### src/rtl/div_pkg.sv
// -----------------------------------------------------------------------------
// div_pkg
// Shared definitions for the sequential divider:
//   state_t    - control FSM state encoding (IDLE, RUN, FIX, DONE)
//   cnt_width  - width of the step counter needed for a given operand width
// -----------------------------------------------------------------------------
package div_pkg;

    typedef enum logic [1:0] {
        IDLE = 2'd0,
        RUN  = 2'd1,
        FIX  = 2'd2,
        DONE = 2'd3
    } state_t;

    // Counter must be able to hold 0 .. width.
    function automatic int cnt_width(input int width);
        return $clog2(width + 1);
    endfunction

endpackage

### src/rtl/div_step.sv
// -----------------------------------------------------------------------------
// div_step
// One restoring-division step (purely combinational).
// Ports:
//   rem       in  WIDTH+1  current partial remainder
//   quo       in  WIDTH    current quotient / dividend shift register
//   divisor   in  WIDTH    divisor magnitude
//   rem_next  out WIDTH+1  partial remainder after this step
//   quo_next  out WIDTH    shift register after this step (new LSB = quotient bit)
// -----------------------------------------------------------------------------
module div_step #(
    parameter int WIDTH = 32
) (
    input  logic [WIDTH:0]   rem,
    input  logic [WIDTH-1:0] quo,
    input  logic [WIDTH-1:0] divisor,
    output logic [WIDTH:0]   rem_next,
    output logic [WIDTH-1:0] quo_next
);

    logic [WIDTH:0] shifted;
    logic [WIDTH:0] trial;
    logic           fits;

    // Shift {rem, quo} left by one; the MSB of quo enters the remainder.
    assign shifted = {rem[WIDTH-1:0], quo[WIDTH-1]};
    assign trial   = shifted - {1'b0, divisor};

    // A set rem MSB would be shifted out as a carry, meaning the shifted value
    // certainly exceeds the divisor; otherwise a clear trial MSB means no borrow.
    assign fits     = rem[WIDTH] | ~trial[WIDTH];
    assign rem_next = fits ? trial : shifted;
    assign quo_next = {quo[WIDTH-2:0], fits};

endmodule

### src/rtl/seq_divider.sv
// -----------------------------------------------------------------------------
// seq_divider
// Sequential restoring divider, one quotient bit per clock, unsigned or
// two's-complement signed.
// Ports:
//   clk          in   clock, rising edge
//   rst_n        in   asynchronous active-low reset
//   start        in   request, sampled only in IDLE
//   signed_mode  in   1 = signed, 0 = unsigned (captured with start)
//   dividend     in   WIDTH, captured with start
//   divisor      in   WIDTH, captured with start
//   busy         out  high in every state except IDLE
//   done         out  single-cycle pulse, results valid from this cycle on
//   quotient     out  WIDTH result
//   remainder    out  WIDTH result
//   div_by_zero  out  set with done when the divisor was zero
// -----------------------------------------------------------------------------
module seq_divider
    import div_pkg::*;
#(
    parameter int WIDTH = 32
) (
    input  logic             clk,
    input  logic             rst_n,
    input  logic             start,
    input  logic             signed_mode,
    input  logic [WIDTH-1:0] dividend,
    input  logic [WIDTH-1:0] divisor,
    output logic             busy,
    output logic             done,
    output logic [WIDTH-1:0] quotient,
    output logic [WIDTH-1:0] remainder,
    output logic             div_by_zero
);

    localparam int CW = cnt_width(WIDTH);

    state_t           state_q;
    logic [CW-1:0]    cnt_q;
    logic [WIDTH:0]   rem_q;
    logic [WIDTH-1:0] quo_q;
    logic [WIDTH-1:0] div_q;
    logic             dvd_neg_q;     // dividend was negative (signed mode only)
    logic             dvs_neg_q;     // divisor was negative (signed mode only)
    logic             dbz_pend_q;    // divide-by-zero seen, published at DONE
    logic             busy_q;
    logic             done_q;
    logic [WIDTH-1:0] quotient_q;
    logic [WIDTH-1:0] remainder_q;
    logic             dbz_q;

    logic             dvd_neg_in;
    logic             dvs_neg_in;
    logic [WIDTH-1:0] dvd_mag;
    logic [WIDTH-1:0] dvs_mag;
    logic [WIDTH:0]   rem_step;
    logic [WIDTH-1:0] quo_step;

    assign dvd_neg_in = signed_mode & dividend[WIDTH-1];
    assign dvs_neg_in = signed_mode & divisor[WIDTH-1];
    assign dvd_mag    = dvd_neg_in ? -dividend : dividend;
    assign dvs_mag    = dvs_neg_in ? -divisor  : divisor;

    div_step #(.WIDTH(WIDTH)) u_step (
        .rem      (rem_q),
        .quo      (quo_q),
        .divisor  (div_q),
        .rem_next (rem_step),
        .quo_next (quo_step)
    );

    always_ff @(posedge clk or negedge rst_n) begin
        if (!rst_n) begin
            state_q     <= IDLE;
            cnt_q       <= '0;
            rem_q       <= '0;
            quo_q       <= '0;
            div_q       <= '0;
            dvd_neg_q   <= 1'b0;
            dvs_neg_q   <= 1'b0;
            dbz_pend_q  <= 1'b0;
            busy_q      <= 1'b0;
            done_q      <= 1'b0;
            quotient_q  <= '0;
            remainder_q <= '0;
            dbz_q       <= 1'b0;
        end else begin
            done_q <= 1'b0;
            case (state_q)
                IDLE: begin
                    if (start) begin
                        busy_q <= 1'b1;
                        dbz_q  <= 1'b0;
                        cnt_q  <= '0;
                        if (divisor == '0) begin
                            // Results are fixed: all-ones quotient, raw dividend.
                            quo_q      <= '1;
                            rem_q      <= {1'b0, dividend};
                            div_q      <= '0;
                            dvd_neg_q  <= 1'b0;
                            dvs_neg_q  <= 1'b0;
                            dbz_pend_q <= 1'b1;
                            state_q    <= DONE;
                        end else begin
                            quo_q      <= dvd_mag;
                            rem_q      <= '0;
                            div_q      <= dvs_mag;
                            dvd_neg_q  <= dvd_neg_in;
                            dvs_neg_q  <= dvs_neg_in;
                            dbz_pend_q <= 1'b0;
                            state_q    <= RUN;
                        end
                    end
                end
                RUN: begin
                    rem_q <= rem_step;
                    quo_q <= quo_step;
                    if (cnt_q == CW'(WIDTH - 1)) begin
                        state_q <= FIX;
                    end else begin
                        cnt_q <= cnt_q + 1'b1;
                    end
                end
                FIX: begin
                    // Quotient sign = XOR of operand signs; remainder follows dividend.
                    if (dvd_neg_q ^ dvs_neg_q) begin
                        quo_q <= -quo_q;
                    end
                    if (dvd_neg_q) begin
                        rem_q <= {1'b0, -rem_q[WIDTH-1:0]};
                    end
                    state_q <= DONE;
                end
                DONE: begin
                    done_q      <= 1'b1;
                    busy_q      <= 1'b0;
                    quotient_q  <= quo_q;
                    remainder_q <= rem_q[WIDTH-1:0];
                    dbz_q       <= dbz_pend_q;
                    state_q     <= IDLE;
                end
                default: state_q <= IDLE;
            endcase
        end
    end

    assign busy        = busy_q;
    assign done        = done_q;
    assign quotient    = quotient_q;
    assign remainder   = remainder_q;
    assign div_by_zero = dbz_q;

endmodule

### config.mk
export PLATFORM = sky130hd
export DESIGN_NAME = seq_divider
export DESIGN_NICKNAME = d
export VERILOG_FILES = /design/src/rtl/div_pkg.sv /design/src/rtl/div_step.sv /design/src/rtl/seq_divider.sv
export SDC_FILE = /design/constraint.sdc
export NUM_CORES = 1
export LEC_CHECK = 0
export BUFFER_PORTS_ARGS = -buffer_cell sky130_fd_sc_hd__clkbuf_2
export CAP_MARGIN = 25
export CORE_MARGIN = 1.5
export CORE_UTILIZATION = 50
export CTS_CLUSTER_SIZE = 24
export DETAILED_ROUTE_END_ITERATION = 10
export PLACE_DENSITY_LB_ADDON = 0.08
export SETUP_SLACK_MARGIN = 0.3
export SLEW_MARGIN = 30
export SYNTH_ARGS = -nofsm -noshare
export SYNTH_HDL_FRONTEND = slang
export SYNTH_SLANG_ARGS = --single-unit
### constraint.sdc
create_clock -name clk -period 3.65 [get_ports clk]
set_clock_uncertainty 0.05 [all_clocks]
set_input_delay 0.73 -clock clk [delete_from_list [all_inputs] [get_ports clk]]
set_output_delay 0.73 -clock clk [all_outputs]
set_load 0.005 [all_outputs]
==> metrics.md, run 1 <==
| Metric | Value |
|---|---|
| Outcome | completed |
| TritonRoute pass-1 iters | 6 |
| Worst slew pin tran | 0.930 ns |
| Initial antenna violation count | 0 |
| WL final | 37.5 mm |
| Setup crit end | rem_q[9] |
| HP Class | input port to async pin |
| Setup TNS | 0 ns |
| Cell taking the most area after synthesis | dfrtp_1 |
| IO Port Bufs | 134 |
| Synth cell types | 81 |
| Layout cell share with drive strength beyond 1 | 25.0% |
| Synthesized cell area | 12400 sq um |
| Fmax | 298 MHz |
| Leakage | 0.00632 uW |
| Worst R2R End | rem_q[9] |
| Relative slew slack | 38.0% |
| # H-tree levels | 4 |
| Period utilization | 92.1% |
| Post-synth EDFFs | 0 |
| # fillers | 2220 |
| # diodes | 0 |
| Crit-path cells | ha_4 > fa_2 > nand2b_4 > a21oi_4 > o2111a_2 > o2111ai_4 > buf_6 > a2111oi_4 > nor4_4 > buf_6 > buf_12 > mux2_4 > a221oi_2 > nor3_1 |
| Sequential fraction of the synthesis area | 35.3% |
| Hpwl dp | 27.5 mm |
| Global route overflow | 0 |
| Worst Path Required | 3.92 ns |
| Crit path max fanout | 6 |
| R2r setup slk | 0.29 ns |
| Die H | 160 um |
| Async set-reset flop share out of synthesis | 100% |
| CP startpoint | div_q[0] |
| Die Area | 25700 sq um |
| Ranking of synthesized cells by area | dfrtp_1 35%, mux2_2 6.4%, xnor2_1 4.8%, o21ai_0 4.8%, a21oi_1 4.5% |
| Final Max Tran Viols | 0 |
| Worst-Skew Late Latency | 0.44 ns |
| Clock root cell | clkbuf_16 |
| Initial DRC count | 895 |
| Yosys top cell area share | 35.3% |
| Delay of the slowest cell on the worst path | 0.42 ns |
| Vias/cell | 6.01 |
| Clk pin slew, worst setup/hold paths | 0.07 ns |
| Post-route DRC violation count | 0 |
| Worst Setup Path Type | flip-flop to flip-flop |
| Reg2reg start | div_q[0] |
| Nets@finish | 1677 |
| CP Capture Type | flip-flop |
| Peak supply drop | 0.609 mV |
| Rows | 57 |
| Routability cong. | 0.897 |
| Inst Count DP | 1856 |
| Initial core utilization | 50.9% |
| Slowest-stage cell, CP | dfrtp_1 |
| GRT Total Usage | 29.3% |
| Mean post-synth cell area | 8.77 sq um |
| Largest net degree at the start of global routing | 73 |
| Crit path buf inv count | 3 |
| First-pass GRT wire length | 59.5 mm |
| CTS sink cnt | 175 |
| Final core area utilization | 60.5% |
| Worst setup SP type | flip-flop |
| Post-Layout Cell Count | 1903 |
| Top FF cell, synth | dfrtp_1 |
| Vias in the first global route | 10900 |
| Final Setup Violations | 0 |
| Number of synthesized register bits | 175 |
| Power density over the cells | 1090 nW/um^2 |
| Routed Antenna Nets | 0 |
| Top Family by Delay on Critical Path | compound AO/OA/AOI/OAI gates |
| Final hold vios | 0 |
| Post-Synthesis Cells | 1413 |
| CTS tree | built |
| Cts bufs inserted | 17 |
| Syn_nets | 1523 |
| Critical path depth | 14 |
| DR WL/cell | 19.7 um |
| Die Width | 160 um |
| Ys Warns | 0 |
| Max cap viols | 0 |
| Clk buf depth | 2 |
| Post-layout minimum cycle time | 3.36 ns |
| RSZ-0062 raised after global routing | true |
| Via count | 11400 |
| Syn-to-layout area delta | 18.8% |
| Core ar. | 24300 sq um |
| Crit path DAT | 3.63 ns |
| R2R cell count | 14 |
| Ports | 135 |
| Most Frequent Cell on Critical Path | buf_6 |
[timing repair]
action / 4_1_cts / 5_1_grt
buffers inserted: 6 / 8
gates resized for setup: 31 / 28
pin swaps: 27 / 18
endpoints found under the setup margin: 17 / 31
hold buffers: 0 / 0
gates cloned: 2 / 0
[synth_stat cells, types with 4 or more instances]
cell type  instances
and2_1             7
nor4_1            11
o211ai_1           6
o221ai_1           8
o41ai_1            5
mux2i_1           16
dfrtp_1          175
nand2b_1          17
nor3_2             5
a32oi_1            4
a22oi_1            5
or3_1             21
a221oi_1          38
mux2_1            10
o31ai_1           19
and3_1             8
nor4_4             4
nor2_1           110
a21oi_1          112
mux2_2            70
nor2b_1            7
inv_1             52
xnor2_1           68
a31oi_1           13
nand4_1           10
clkbuf_1          61
buf_2              9
ha_1              41
buf_1              5
nand3b_1           8
o21ai_1            8
nand2_1          140
nor3_1            45
o21a_1             6
o21ai_0          118
or4_1              6
a211oi_1          10
xor2_1            51
or4_4              4
o22ai_1            7
nand3_1           19
a21o_1            16
[report_power, final]
group          switching, uW  internal (uW)
Combinational           5890           4720
Clock                    886            895
Sequential               845           2860
[metrics by stage]
stage / area (sq um) / worst slack (ns) / total power (uW) / hold WS [ns]
floorplan: 12400 / 0.303 / 10300 / 0.384
global placement: 13700 / 0.148 / 13000 / 0.412
detailed placement: 13700 / 0.0466 / 13200 / 0.420
CTS: 14500 / 0.210 / 15600 / 0.306
global route: 14700 / 0.171 / 17300 / 0.330
finish: 14700 / 0.289 / 16100 / 0.274
[cells by family (layout without fill, tap and decap cells)]
logic type	count (synthesis)	in the layout	synth area share, %
flip-flops	175	175	35.3
buffers and inverters	133	299	4.39
AO/OA/AOI/OAI	401	401	20.6
AND/OR/NAND/NOR	447	447	18.4
adder cells (fa/ha/maj)	42	42	4.30
multiplexers	96	96	8.56
XOR/XNOR	119	119	8.41
[registers in the layout, summed over array words and instances (netlist names)]
name,count
quotient,32
state_q,2
rem_q,33
remainder,32
quo_q,32
done,1
div_by_zero,1
busy,1
cnt_q,6
dvd_neg_q,1
div_q,32
dbz_pend_q,1
dvs_neg_q,1
[final cells by class]
class | count | area (sq um) | area share (%)
Inverter | 52 | 195 | 1.33
Multi-Input combinational cell | 1105 | 7750 | 52.7
Timing Repair Buffer | 216 | 1420 | 9.67
Clock inverter | 14 | 129 | 0.876
Sequential cell | 175 | 4380 | 29.8
Clock buffer | 17 | 425 | 2.89
Tap cell | 324 | 405 | 2.76
[how the worst min path moves through the flow]
| stage | endpoint | slack (ns) | depth (start not counted) |
|---|---|---|---|
| finish | remainder[7] | 0.27 | 1 |
| global route | remainder[7] | 0.33 | 1 |
| CTS | remainder[7] | 0.31 | 1 |
| detailed placement | div_q[24] | 0.42 | 2 |
| global placement | div_q[21] | 0.41 | 2 |
| floorplan | busy | 0.38 | 0 |
[routing by layer]
metal | track usage, % | vias to the layer above | routed length (um)
met2 | 45.5 | 417 | 17000
li1 | - | 5457 | -
met1 | 40.9 | 5488 | 16900
met5 | 0 | - | 0
met4 | 10.1 | 0 | 1130
met3 | 5.58 | 77 | 2480
[cells in the final DEF (no fill, tap or decap), types with 33 or more instances in the layout]
master and n:
nor3_1 44, xnor2_1 68, dfrtp_1 173, a21oi_1 111, xor2_1 51, buf_4 70, o21ai_0 115, nor2_1 110
nand2_1 138, ha_1 33, mux2_2 66, clkbuf_2 133, inv_1 51
Note: power is estimated with default switching activity, not from simulation.
==> run 2: changes to the inputs <==
Clock period 3.65 ns to 3.2 ns, I/O delays scaled along.
==> run 2 against run 1 <==
Count of clock-buffer cells in the layout did not move. Clock power rose by 26%. Highest routed layer unchanged. Cell area rose by 4.6%. Critical path type unchanged. Worst hold slack got worse by 0.18 ns. Global-route usage fell by 0.33 points. Maximum frequency rose by 1.2%. Setup slack got worse by 0.41 ns. Sequential cell count did not move. The flow now finishes with violations (negative setup slack). Combinational power rose by 22%. Sequential power rose by 12%. Core utilization rose by 2.8 points. Critical path depth fell by 2.
==> metrics.md, run 2 (synthesis gave the netlist of run 1 again) <==
| Metric | Value |
|---|---|
| Outcome | finished with violations |
| Failing checks | negative setup slack |
| Seq pwr share | 21.5% |
| CTS sink cnt | 175 |
| R2R cell count | 12 |
| Vias/cell | 5.84 |
| Max reg flops | 33 |
| Relative slew slack | 38.1% |
| Leading cell types in the layout, fill and taps excluded | 174 x dfrtp_1, 146 x buf_4, 139 x nand2_1 |
| Routability cong. | 0.905 |
| Initial antenna violation count | 0 |
| WL final | 37.4 mm |
| Inst Count DP | 1928 |
| Ports | 135 |
| Crit path DAT | 3.59 ns |
| Power density over the cells | 1250 nW/um^2 |
| Period utilization | 104% |
| Die Area | 25700 sq um |
| GRT Total Usage | 29.0% |
| Final core area utilization | 63.3% |
| Worst setup SP type | flip-flop |
| Fmax | 301 MHz |
| Global route overflow | 0 |
| Most common cell after layout, fill and taps aside | dfrtp_1 |
| Combinational cell fraction of total power | 66.8% |
| CP Capture Type | flip-flop |
| Worst R2R End | rem_q[7] |
| Final Max Tran Viols | 0 |
| Clk pin slew, worst setup/hold paths | 0.08 ns |
| Clk buf depth | 2 |
| Post-Layout Cell Count | 1979 |
| Via count | 11600 |
| Routed Antenna Nets | 0 |
| # fillers | 2104 |
| Die Width | 160 um |
| Hold slack final | 0.0943 ns |
| Hpwl dp | 27.7 mm |
| Worst-Skew Late Latency | 0.44 ns |
| Syn-to-layout area delta | 24.2% |
| Layout cell share with drive strength beyond 1 | 29.2% |
| Vias in the first global route | 11100 |
| DR WL/cell | 18.9 um |
| Worst slew pin tran | 0.928 ns |
| Clock network power share | 11.7% |
| Reg2reg start | div_q[0] |
| Fin worst setup slack | -0.122 ns |
| # H-tree levels | 4 |
| IO Port Bufs | 134 |
| Clock root cell | clkbuf_16 |
| Final Setup Violations | 18 |
| Nets@finish | 1752 |
| First-pass GRT wire length | 59.5 mm |
| Initial core utilization | 50.9% |
| Switching power | 9020 uW |
| Largest net degree at the start of global routing | 70 |
| Post-layout minimum cycle time | 3.32 ns |
| Crit path max fanout | 15 |
| Switching Share | 46.8% |
| Internal power | 10200 uW |
| HP Class | input port to async pin |
| Setup TNS | -1.26 ns |
| Peak supply drop | 0.491 mV |
| Worst Setup Path Type | flip-flop to flip-flop |
| R2r setup slk | -0.12 ns |
| Total power draw | 19300 uW |
| Max cap viols | 0 |
| CTS tree | built |
| TritonRoute pass-1 iters | 5 |
| Leakage | 0.00674 uW |
| Core ar. | 24300 sq um |
| Rows | 57 |
| # diodes | 0 |
| Post-route DRC violation count | 0 |
| Initial DRC count | 988 |
| RSZ-0062 raised after global routing | true |
| Die H | 160 um |
| CTS Hold Buffers Added | 0 |
| Final hold vios | 0 |
| Reg with most FFs | rem_q |
| Cts bufs inserted | 17 |
| Worst Path Required | 3.47 ns |
==> run 2: cell types whose count changed in the layout (fill, tap and decap cells not counted), moves of 4 or more <==
cell and delta:
buf_4 +76, o221ai_1 -5, o221ai_2 +5, a221oi_2 +4
buf_6 +4, clkinvlp_4 -4, ha_1 +4
==> run 2: worst max path at each step <==
stage	slack [ns]	from	to	depth (start not counted)
global route	-0.29	quo_q[31]	rem_q[7]	13
global placement	-0.11	quo_q[31]	rem_q[16]	14
detailed placement	-0.17	quo_q[31]	rem_q[16]	14
floorplan	-0.007	quo_q[31]	rem_q[15]	13
finish	-0.12	div_q[0]	rem_q[7]	12
CTS	-0.12	div_q[0]	rem_q[20]	14
==> run 2: power by group through the flow <==
stage	sequential, uW	combinational [uW]	clock (uW)
3_5_place_dp	4150	11900	0
5_1_grt	4280	14000	2370
6_report	4150	12900	2250
3_3_place_gp	4100	11700	0
2_1_floorplan	4070	8100	0
4_1_cts	4120	12100	2290
==> run 2: cell type report <==
type | count | area, sq um | share of cell area, %
Clock buffer | 17 | 425 | 2.76
Multi-Input combinational cell | 1105 | 7860 | 51.1
Clock inverter | 15 | 198 | 1.28
Timing Repair Buffer | 291 | 1920 | 12.5
Tap cell | 324 | 405 | 2.63
Inverter | 52 | 195 | 1.27
Sequential cell | 175 | 4380 | 28.5
==> run 2: routing by layer <==
| layer | up-vias | GRT usage, % | share of wire (%) |
|---|---|---|---|
| li1 | 5598 | - | - |
| met1 | 5529 | 40.8 | 46 |
| met2 | 374 | 45.8 | 45 |
| met3 | 60 | 4.05 | 5.6 |
| met4 | 0 | 9.60 | 2.6 |
| met5 | - | 0 | 0 |
==> run 2: timing repair <==
item                       CTS  global route
setup buffers                6            13
setup endpoints to repair   38            43
pin swaps                    2            14
cloned                       0             0
gates resized for setup     12            38
==> run 2: stage by stage <==
| step | setup WS [ns] | area [sq um] |
|---|---|---|
| after global routing | -0.292 | 15400 |
| after CTS | -0.118 | 15100 |
| after detailed placement | -0.165 | 14400 |
| final | -0.122 | 15400 |
| after global placement | -0.109 | 14400 |
| after floorplan | -0.00690 | 12500 |
==> run 2: critical path, cell delays in order (launching register included) <==
cell       delay [ns]
dfrtp_1          0.41
ha_4             0.18
fa_2             0.34
nand2b_4         0.16
a21oi_4          0.17
o2111a_2         0.25
o2111ai_4        0.14
and4_4           0.24
nor4_4           0.31
buf_12           0.22
mux2_2           0.36
a221oi_2         0.26
nor3_1           0.09
